[src/rtl/i2c_pkg.sv]
// Shared definitions for the I2C controller APB front end.
// Contents: register address map, prescaler reset value, the APB-side FSM
// state type and a helper that encodes which direction each register allows.
package i2c_pkg;

    localparam int unsigned ADDR_CMD      = 32'd1;
    localparam int unsigned ADDR_SADDR    = 32'd2;
    localparam int unsigned ADDR_STATUS   = 32'd3;
    localparam int unsigned ADDR_TXDATA   = 32'd4;
    localparam int unsigned ADDR_RXDATA   = 32'd5;
    localparam int unsigned ADDR_PRESCALE = 32'd6;

    localparam logic [7:0] PRESCALE_RST = 8'h04;

    typedef enum logic [1:0] {
        ST_IDLE    = 2'd0,
        ST_ACCESS  = 2'd1,
        ST_WAIT_TX = 2'd2
    } apb_state_t;

    // True when the address exists and supports the requested direction.
    function automatic logic reg_access_ok(input logic [31:0] addr, input logic write);
        logic ok;
        case (addr)
            ADDR_CMD, ADDR_SADDR, ADDR_TXDATA, ADDR_PRESCALE: ok = write;
            ADDR_STATUS, ADDR_RXDATA:                         ok = ~write;
            default:                                          ok = 1'b0;
        endcase
        return ok;
    endfunction

endpackage

[src/rtl/i2c_apb_decode.sv]
// Combinational classification of an APB address/direction pair.
// Ports:
//   i_addr, i_write : address and direction of the setup cycle
//   o_ok / o_err    : access is legal / must get an error response
//   o_is_tx         : legal write to TX_DATA
//   o_is_rx         : legal read of RX_DATA
//   o_is_cfg        : legal write to CMD, SLAVE_ADDR or PRESCALE
module i2c_apb_decode
    import i2c_pkg::*;
#(
    parameter int ADDR_WIDTH = 8
) (
    input  logic [ADDR_WIDTH-1:0] i_addr,
    input  logic                  i_write,
    output logic                  o_ok,
    output logic                  o_err,
    output logic                  o_is_tx,
    output logic                  o_is_rx,
    output logic                  o_is_cfg
);

    logic [31:0] w_addr;

    // Classify the access against the register map.
    always_comb begin
        w_addr   = 32'(i_addr);
        o_ok     = reg_access_ok(w_addr, i_write);
        o_err    = ~o_ok;
        o_is_tx  = o_ok & i_write & (w_addr == ADDR_TXDATA);
        o_is_rx  = o_ok & ~i_write & (w_addr == ADDR_RXDATA);
        o_is_cfg = o_ok & i_write & ((w_addr == ADDR_CMD) || (w_addr == ADDR_SADDR) ||
                                     (w_addr == ADDR_PRESCALE));
    end

endmodule

[src/rtl/i2c_apb_slave.sv]
// APB3 slave front end of the I2C controller.
// Ports:
//   pclk/preset                      : clock, synchronous active-high reset
//   pselx/penable/pwrite/paddr/pwdata: APB request
//   prdata/pready/pslverr            : registered APB response
//   cmd_reg/cmd_valid                : command register and its write pulse
//   slave_addr_reg/prescale_reg      : configuration registers
//   status_in                        : core status (read at STATUS)
//   tx_data/tx_push/tx_full          : TX FIFO write side
//   rx_data/rx_pop/rx_empty          : RX FIFO read side (show-ahead)
// A setup cycle is classified at its own clock edge; the access phase then
// sees pready=1 immediately, or after wait states while the TX FIFO is full.
module i2c_apb_slave
    import i2c_pkg::*;
#(
    parameter int ADDR_WIDTH = 8,
    parameter int DATA_WIDTH = 8,
    parameter int WAIT_MAX   = 16
) (
    input  logic                  pclk,
    input  logic                  preset,
    input  logic                  pselx,
    input  logic                  penable,
    input  logic                  pwrite,
    input  logic [ADDR_WIDTH-1:0] paddr,
    input  logic [DATA_WIDTH-1:0] pwdata,
    output logic [DATA_WIDTH-1:0] prdata,
    output logic                  pready,
    output logic                  pslverr,
    output logic [DATA_WIDTH-1:0] cmd_reg,
    output logic                  cmd_valid,
    output logic [DATA_WIDTH-1:0] slave_addr_reg,
    output logic [DATA_WIDTH-1:0] prescale_reg,
    input  logic [DATA_WIDTH-1:0] status_in,
    output logic [DATA_WIDTH-1:0] tx_data,
    output logic                  tx_push,
    input  logic                  tx_full,
    input  logic [DATA_WIDTH-1:0] rx_data,
    output logic                  rx_pop,
    input  logic                  rx_empty
);

    localparam int            CW       = $clog2(WAIT_MAX + 1);
    localparam logic [CW-1:0] CNT_LAST = CW'(WAIT_MAX - 1);

    apb_state_t            r_state;
    apb_state_t            w_state_nxt;
    logic [CW-1:0]         r_cnt;
    logic [CW-1:0]         w_cnt_nxt;
    logic                  w_pready_nxt;
    logic                  w_pslverr_nxt;
    logic                  w_capture;
    logic [DATA_WIDTH-1:0] w_rd_data;
    logic [ADDR_WIDTH-1:0] r_addr;
    logic                  r_is_tx;
    logic                  r_is_rx;
    logic                  r_is_cfg;
    logic                  w_ok;
    logic                  w_err;
    logic                  w_is_tx;
    logic                  w_is_rx;
    logic                  w_is_cfg;
    logic                  w_commit;

    i2c_apb_decode #(
        .ADDR_WIDTH (ADDR_WIDTH)
    ) u_decode (
        .i_addr   (paddr),
        .i_write  (pwrite),
        .o_ok     (w_ok),
        .o_err    (w_err),
        .o_is_tx  (w_is_tx),
        .o_is_rx  (w_is_rx),
        .o_is_cfg (w_is_cfg)
    );

    // FSM state register.
    always_ff @(posedge pclk) begin
        if (preset) begin
            r_state <= ST_IDLE;
        end else begin
            r_state <= w_state_nxt;
        end
    end

    // Next state, wait counter and next APB response.
    always_comb begin
        w_state_nxt   = r_state;
        w_cnt_nxt     = r_cnt;
        w_pready_nxt  = 1'b0;
        w_pslverr_nxt = 1'b0;
        w_capture     = 1'b0;
        case (r_state)
            ST_IDLE: begin
                if (pselx && !penable) begin
                    w_capture = 1'b1;
                    if (w_is_tx && tx_full) begin
                        w_state_nxt = ST_WAIT_TX;
                        w_cnt_nxt   = '0;
                    end else begin
                        w_state_nxt   = ST_ACCESS;
                        w_pready_nxt  = 1'b1;
                        // An empty RX FIFO turns a legal read into an error.
                        w_pslverr_nxt = w_err | (w_is_rx & rx_empty);
                    end
                end else begin
                    w_state_nxt = ST_IDLE;
                end
            end
            ST_ACCESS: begin
                w_state_nxt = ST_IDLE;
            end
            ST_WAIT_TX: begin
                if (!pselx) begin
                    w_state_nxt = ST_IDLE;
                end else if (!tx_full) begin
                    w_state_nxt  = ST_ACCESS;
                    w_pready_nxt = 1'b1;
                end else if (r_cnt == CNT_LAST) begin
                    w_state_nxt   = ST_ACCESS;
                    w_pready_nxt  = 1'b1;
                    w_pslverr_nxt = 1'b1;
                end else begin
                    w_cnt_nxt = r_cnt + CW'(1);
                end
            end
            default: begin
                w_state_nxt = ST_IDLE;
            end
        endcase
    end

    // Read data selected at the setup edge; errors read as zero.
    always_comb begin
        w_rd_data = '0;
        if (w_ok && !pwrite) begin
            if (w_is_rx) begin
                w_rd_data = rx_empty ? '0 : rx_data;
            end else begin
                w_rd_data = status_in;
            end
        end else begin
            w_rd_data = '0;
        end
    end

    // Side effects happen only in a healthy access phase; pslverr is the
    // registered error of this transfer, so it also blocks timed-out pushes.
    always_comb begin
        w_commit  = (r_state == ST_ACCESS) & pselx & penable & ~pslverr & ~preset;
        cmd_valid = w_commit & r_is_cfg & (32'(r_addr) == ADDR_CMD);
        tx_push   = w_commit & r_is_tx & ~tx_full;
        rx_pop    = w_commit & r_is_rx & ~rx_empty;
        tx_data   = pwdata;
    end

    // Wait counter, APB response and captured transfer attributes.
    always_ff @(posedge pclk) begin
        if (preset) begin
            r_cnt    <= '0;
            pready   <= 1'b0;
            pslverr  <= 1'b0;
            prdata   <= '0;
            r_addr   <= '0;
            r_is_tx  <= 1'b0;
            r_is_rx  <= 1'b0;
            r_is_cfg <= 1'b0;
        end else begin
            r_cnt   <= w_cnt_nxt;
            pready  <= w_pready_nxt;
            pslverr <= w_pslverr_nxt;
            if (w_capture) begin
                r_addr   <= paddr;
                r_is_tx  <= w_is_tx;
                r_is_rx  <= w_is_rx;
                r_is_cfg <= w_is_cfg;
                if (!pwrite) begin
                    prdata <= w_rd_data;
                end
            end
        end
    end

    // Configuration registers commit at the edge ending the access phase.
    always_ff @(posedge pclk) begin
        if (preset) begin
            cmd_reg        <= '0;
            slave_addr_reg <= '0;
            prescale_reg   <= DATA_WIDTH'(PRESCALE_RST);
        end else if (w_commit && r_is_cfg) begin
            if (32'(r_addr) == ADDR_CMD) begin
                cmd_reg <= pwdata;
            end
            if (32'(r_addr) == ADDR_SADDR) begin
                slave_addr_reg <= pwdata;
            end
            if (32'(r_addr) == ADDR_PRESCALE) begin
                prescale_reg <= pwdata;
            end
        end
    end

endmodule

[config.mk]
export PLATFORM = sky130hd
export DESIGN_NAME = i2c_apb_slave
export DESIGN_NICKNAME = d
export VERILOG_FILES = /design/src/rtl/i2c_pkg.sv /design/src/rtl/i2c_apb_decode.sv /design/src/rtl/i2c_apb_slave.sv
export SDC_FILE = /design/constraint.sdc
export NUM_CORES = 1
export LEC_CHECK = 0
export CAP_MARGIN = 20
export CORE_MARGIN = 2
export CORE_UTILIZATION = 41
export CTS_CLUSTER_DIAMETER = 200
export DETAILED_ROUTE_END_ITERATION = 8
export GPL_ROUTABILITY_DRIVEN = 0
export GPL_TIMING_DRIVEN = 0
export PLACE_DENSITY = 0.76
export SYNTH_ARGS = -nofsm -noshare
export SYNTH_HDL_FRONTEND = slang
export SYNTH_SLANG_ARGS = --single-unit
export TNS_END_PERCENT = 20
[constraint.sdc]
create_clock -name pclk -period 2 [get_ports pclk]
set_clock_uncertainty 0.2 [all_clocks]
set_input_delay 0.3 -clock pclk [delete_from_list [all_inputs] [get_ports pclk]]
set_output_delay 0.3 -clock pclk [all_outputs]
set_load 0.005 [all_outputs]
After elaboration in Yosys (flattened, before gate mapping)
Cells that the tools add are included.
{"block": "word_totals", "regBits": 52, "in_bits": 39, "out_inout_bits": 45}
{"block": "op_classes", "addsub": 1, "eq_ne": 18, "n_mux": 29, "bitwise_logic": 23, "reduce_logical": 17}
{"op": "$eq A8 B3 Y1 const B", "n": 4}
{"op": "$mux W5", "n": 5}
{"op": "$eq A8 B2 Y1 const B", "n": 3}
{"op": "$mux W8", "n": 3}
{"op": "$and A1 B1 Y1", "n": 16}
{"op": "$eq A8 B1 Y1 const B", "n": 2}
{"op": "$mux W1", "n": 11}
{"op": "$mux W2", "n": 5}
{"op": "$ne A2 B2 Y1 const B", "n": 5}
{"op": "$pmux W5 S2", "n": 1}
{"op": "$reduce_and A2 Y1", "n": 4}
{"op": "$not A1 Y1", "n": 6}
{"op": "$pmux W1 S2", "n": 3}
{"op": "$reduce_and A6 Y1", "n": 1}
{"op": "$add A5 B1 Y5 const B", "n": 1}
{"op": "$eq A5 B4 Y1 const B", "n": 1}
{"op": "$logic_and A1 B1 Y1", "n": 4}
{"op": "$ne A4 B4 Y1 const B", "n": 1}
{"op": "$pmux W2 S2", "n": 1}
{"op": "$reduce_or A4 Y1", "n": 1}
{"op": "$eq A2 B1 Y1 const B", "n": 1}
{"op": "$eq A2 B2 Y1 const B", "n": 1}
{"op": "$logic_not A1 Y1", "n": 2}
{"op": "$logic_not A2 Y1", "n": 1}
{"op": "4 further kinds", "n": 5}

Longest topological paths before layout
{"block": "depth", "word_depth": 10, "ltp_mapped": 7}

Modules after synthesis
Synthesis repeated with hierarchy kept, for this count alone.
{"block": "unflattened", "hier_cells": 280, "hier_area_um2": 2553.7}
{"module": "i2c_apb_slave", "instances": 1, "cells_per_inst": 263, "area_per_inst_um2": 2447.3, "seq_area_each_um2": 1041.0}
{"module": "i2c_apb_decode", "instances": 1, "cells_per_inst": 17, "area_per_inst_um2": 106.4, "seq_area_each_um2": 0.0}

Worst setup path after synthesis
OpenSTA, ideal clock, no wires.
{"block": "synth_path", "kind": "register to register", "start": "reg r_cnt[0]", "end": "reg r_cnt[1]", "setup_time_ns": 0.122, "arrival_time_ns": 1.788, "required_ns": 1.678, "path_slack_ns": -0.110, "stages_incl_launch_ff": 7, "path_cell_list": "dfxtp_1 ha_1 and3_1 ha_1 or3b_2 and2_1 a221o_1"}
{"block": "synth_between", "elab_chain_cells": 5, "word_cells_on_any_way": 8, "classes_between": "add/sub (1); eq/ne (2); mux (4); reduce/logical (1)"}
{"element": "start: declaration", "line": "i2c_apb_slave.sv:48", "text": "logic [CW-1:0] r_cnt;"}
{"element": "start signal: assignment", "line": "i2c_apb_slave.sv:169", "text": "r_cnt <= w_cnt_nxt;"}
{"element": "$add A5 B1 Y5", "line": "i2c_apb_slave.sv:124", "text": "w_cnt_nxt = r_cnt + CW'(1);"}
{"element": "$mux W5", "line": "i2c_apb_slave.sv:119", "text": "end else if (r_cnt == CNT_LAST) begin"}
{"element": "$mux W5", "line": "i2c_apb_slave.sv:116", "text": "end else if (!tx_full) begin"}
{"element": "$mux W5", "line": "i2c_apb_slave.sv:114", "text": "if (!pselx) begin"}
{"element": "$pmux W5 S2", "line": "i2c_apb_slave.sv:93", "text": "case (r_state)"}
Parallel ways exist; a longest one is shown, timed or not. The select of a mux whose other input is x is not followed.
A chain may end at the register's enable or synchronous reset.

Final worst setup path
{"block": "layout_path", "start": "reg r_addr[3]", "end": "out cmd_valid"}
{"block": "layout_between", "elab_chain_cells": 2}
{"element": "start: declaration", "line": "i2c_apb_slave.sv:54", "text": "logic [ADDR_WIDTH-1:0] r_addr;"}
{"element": "start signal: assignment", "line": "i2c_apb_slave.sv:173", "text": "r_addr <= paddr;"}
{"element": "$eq A8 B1 Y1", "line": "i2c_apb_slave.sv:151", "text": "cmd_valid = w_commit & r_is_cfg & (32'(r_addr) == ADDR_CMD);"}
{"element": "$and A1 B1 Y1", "line": "i2c_apb_slave.sv:151"}
{"element": "end: declaration", "line": "i2c_apb_slave.sv:31", "text": "output logic cmd_valid,"}
Every way passes these cells.

==> metrics.yaml <==
worstPathRequired_ns: 1.50
r2r-start: "r_addr[3]$_SDFFE_PP0P_"
finalWorstSetupSlack_ns: -0.360
synthCells: 289
cts.clk_slew.worst_paths_ns: 0.08
timing.rr.end: "cmd_reg[7]$_SDFFE_PP0P_"
synth_fa_ha_area_share_pct: 0.982
powerDensity_nw_per_um2: 498
hold_viol_final: 0
drive_gt1_share_pct: 18.9
place_hpwl_mm: 5.03
startpoint_type: "register"
irDropWorstVdd_mv: 0.330
first_iter_violations: 111
ff2ff_path_depth: 8
syn-num-nets: 330
power_frac_clock_pct: 31.9
num-nets-final: 436
fin_util_pct: 63.9
maxCapViolations: 0
worst-setup-path-type: "reg2out"
seqPwrFrac_pct: 55.5
crit_path_end_kind: "primary output"
swShare_pct: 23.0
cp.arrival_ns: 1.86
grt_pass1_vias: 2419
fin_crit_sh_pct: 118
p_leak_nw: 1.41
io_pins: 84
grt_pass1_wl_mm: 11.6
crit_path_start: "r_addr[3]$_SDFFE_PP0P_"
start_util_pct: 42.8
seq_area_frac_synth_pct: 40.8
cts_sinks: 52
max_freq_ghz: 0.424
first_pass_iters: 4
setup_violations: 10
port_buffers: 83
p_switching_uw: 436
dieArea_sq_um: 6860
antenna_found_initial: 1
crit_end: "cmd_valid"
ys_async_sr_fraction_pct: 0
routed_wirelength_mm: 7.05
yosys.area_share.simple_pct: 31.3
fp.dieH_um: 82.8
drc_errors: 0
rsz0062_at_grt: "true"
synth_edf_count: 0
drv_slew: 0
cts_inserted_buffers: 5
vias: 2476
grt.total_usage_pct: 20.3
area_growth_pct: 49.3
wl_per_cell_um: 14.9
grt_overflow_total: 0
ant_nets: 0
clock_path_buffers: 2
p_int_mw: 1.46
num_rows: 28
crit_path_max_fanout: 2
final_cell_mix: "71 x clkdlybuf4s50_1, 46 x dfxtp_1, 32 x nand2_1"
synthFlopType: "dfxtp_1"
layout_min_cycle_time_ns: 2.36
avgSynthCellArea_sq_um: 8.82
synthDistinctLibCells: 45
hp-class: "in2reg"
core_area_sq_um: 5960
synth_xor_area_share_pct: 1.72
die_w_um: 82.8
combPwrFrac_pct: 12.6
vias_per_cell: 5.25
power_mw: 1.89
fillers: 512
synth_seq_cells: 52
pre_cts_slack_ns: -1.07
postCtsHoldBufs: 0
synth_compound_gate_area_share_pct: 11.8
hold_slack_ns: 0.199
cts-root-buf: "clkbuf_8"
htree_num_levels: 2
synthesis.area_sq_um: 2550
layout_commonest_cell: "clkdlybuf4s50_1"
cts_tree: "built"
violations: "setup timing"
worstMarginPinSlew_ns: 0.508
grt_max_degree: 15
r2r_slack_ns: -0.10
relSlewSlack_pct: 66.1
synth_top_family_by_area: "simple AND/OR/NAND/NOR gates"
insertion_delay_ns: 0.30
yosysWarnings: 0
setup-tns-final_ns: -0.736
status: "complete, but fails checks"
synthMuxAreaShare_pct: 6.68
==> repair_timing <==
item / in CTS / in global routing
gates resized for setup: 48 / 7
buffers inserted: 9 / 7
setup endpoints to repair: 55 / 44
pin swaps: 9 / 7
==> power groups by stage <==
stage / combinational [mW] / clock (mW) / sequential [mW]
3_5_place_dp: 0.230 / 0 / 1.08
2_1_floorplan: 0.0934 / 0 / 1.07
5_1_grt: 0.256 / 0.672 / 1.05
3_3_place_gp: 0.228 / 0 / 1.08
4_1_cts: 0.238 / 0.625 / 1.05
6_report: 0.239 / 0.603 / 1.05
==> through the flow <==
| step | instances | area, sq um |
|---|---|---|
| 2_1_floorplan | 289 | 2550 |
| 3_3_place_gp | 447 | 3480 |
| 3_5_place_dp | 447 | 3480 |
| 4_1_cts | 464 | 3740 |
| 5_1_grt | 472 | 3800 |
| 6_report | 472 | 3800 |
==> critical path, stage by stage (launching register included) <==
cell,delay [ns]
dfxtp_2,0.34
nor4b_4,0.33
nand4_1,0.13
or4b_1,0.49
buf_6,0.15
inv_4,0.05
buf_6,0.08
==> cell type report <==
cell class                 instances  area, sq um  share of cell area (%)
tap                               75         93.8                    2.47
inverter                          11         43.8                    1.15
buffer                            23          139                    3.65
multi-input combinational        203         1440                    37.9
sequential                        52         1050                    27.7
timing repair buffer              99          938                    24.7
antenna                            1         2.50                  0.0658
clock buffer                       8         90.1                    2.37
==> synth_stat cells, types with 2 or more instances <==
cell type	instances	area share, %
a2111oi_0	2	0.69
a21oi_1	12	2.4
buf_2	4	0.79
buf_4	8	2.4
clkbuf_1	9	1.3
dfxtp_1	52	41
ha_1	2	0.98
inv_1	10	1.5
mux2i_1	17	6.7
nand2_1	33	4.9
nand2b_1	28	6.9
nand3_1	10	2.0
nand4_1	3	0.74
nor2_1	8	1.2
nor2b_1	11	2.7
nor3_1	4	0.79
nor3b_1	5	1.5
nor4b_1	4	1.4
o21a_1	2	0.59
o21ai_1	17	3.3
o32a_1	8	3.1
or3_1	2	0.49
or3b_2	10	3.4
or4_1	3	0.88
or4b_1	2	0.79
xnor2_1	3	1.0
xor2_1	2	0.69
==> logic make-up after synthesis <==
group,count (synthesis)
AO/OA/AOI/OAI,46
multiplexers,17
adder cells (fa/ha/maj),2
buffers and inverters,34
AND/OR/NAND/NOR,133
XOR/XNOR,5
flip-flops,52
==> worst min-delay path by stage <==
| stage | from | to | slack, ns | cells past startpoint |
|---|---|---|---|---|
| 3_5_place_dp | r_is_tx$_SDFFE_PP0P_ | r_is_tx$_SDFFE_PP0P_ | 0.25 | 2 |
| 4_1_cts | paddr[4] | r_addr[4]$_SDFFE_PP0P_ | 0.24 | 3 |
| 6_report | paddr[2] | r_addr[2]$_SDFFE_PP0P_ | 0.20 | 3 |
| 3_3_place_gp | r_is_cfg$_SDFFE_PP0P_ | r_is_cfg$_SDFFE_PP0P_ | 0.24 | 2 |
| 2_1_floorplan | status_in[0] | prdata[0]$_SDFFE_PP0P_ | 0.22 | 2 |
| 5_1_grt | paddr[2] | r_addr[2]$_SDFFE_PP0P_ | 0.20 | 3 |
==> metal layers <==
layer,GRT usage (%),up-vias,wire length [um]
met2,34.6,71,3460
met5,0,-,0
met4,7.00,0,190
met1,25.5,1164,3080
li1,-,1226,-
met3,4.08,15,312
(Power assumes the default switching activity.)
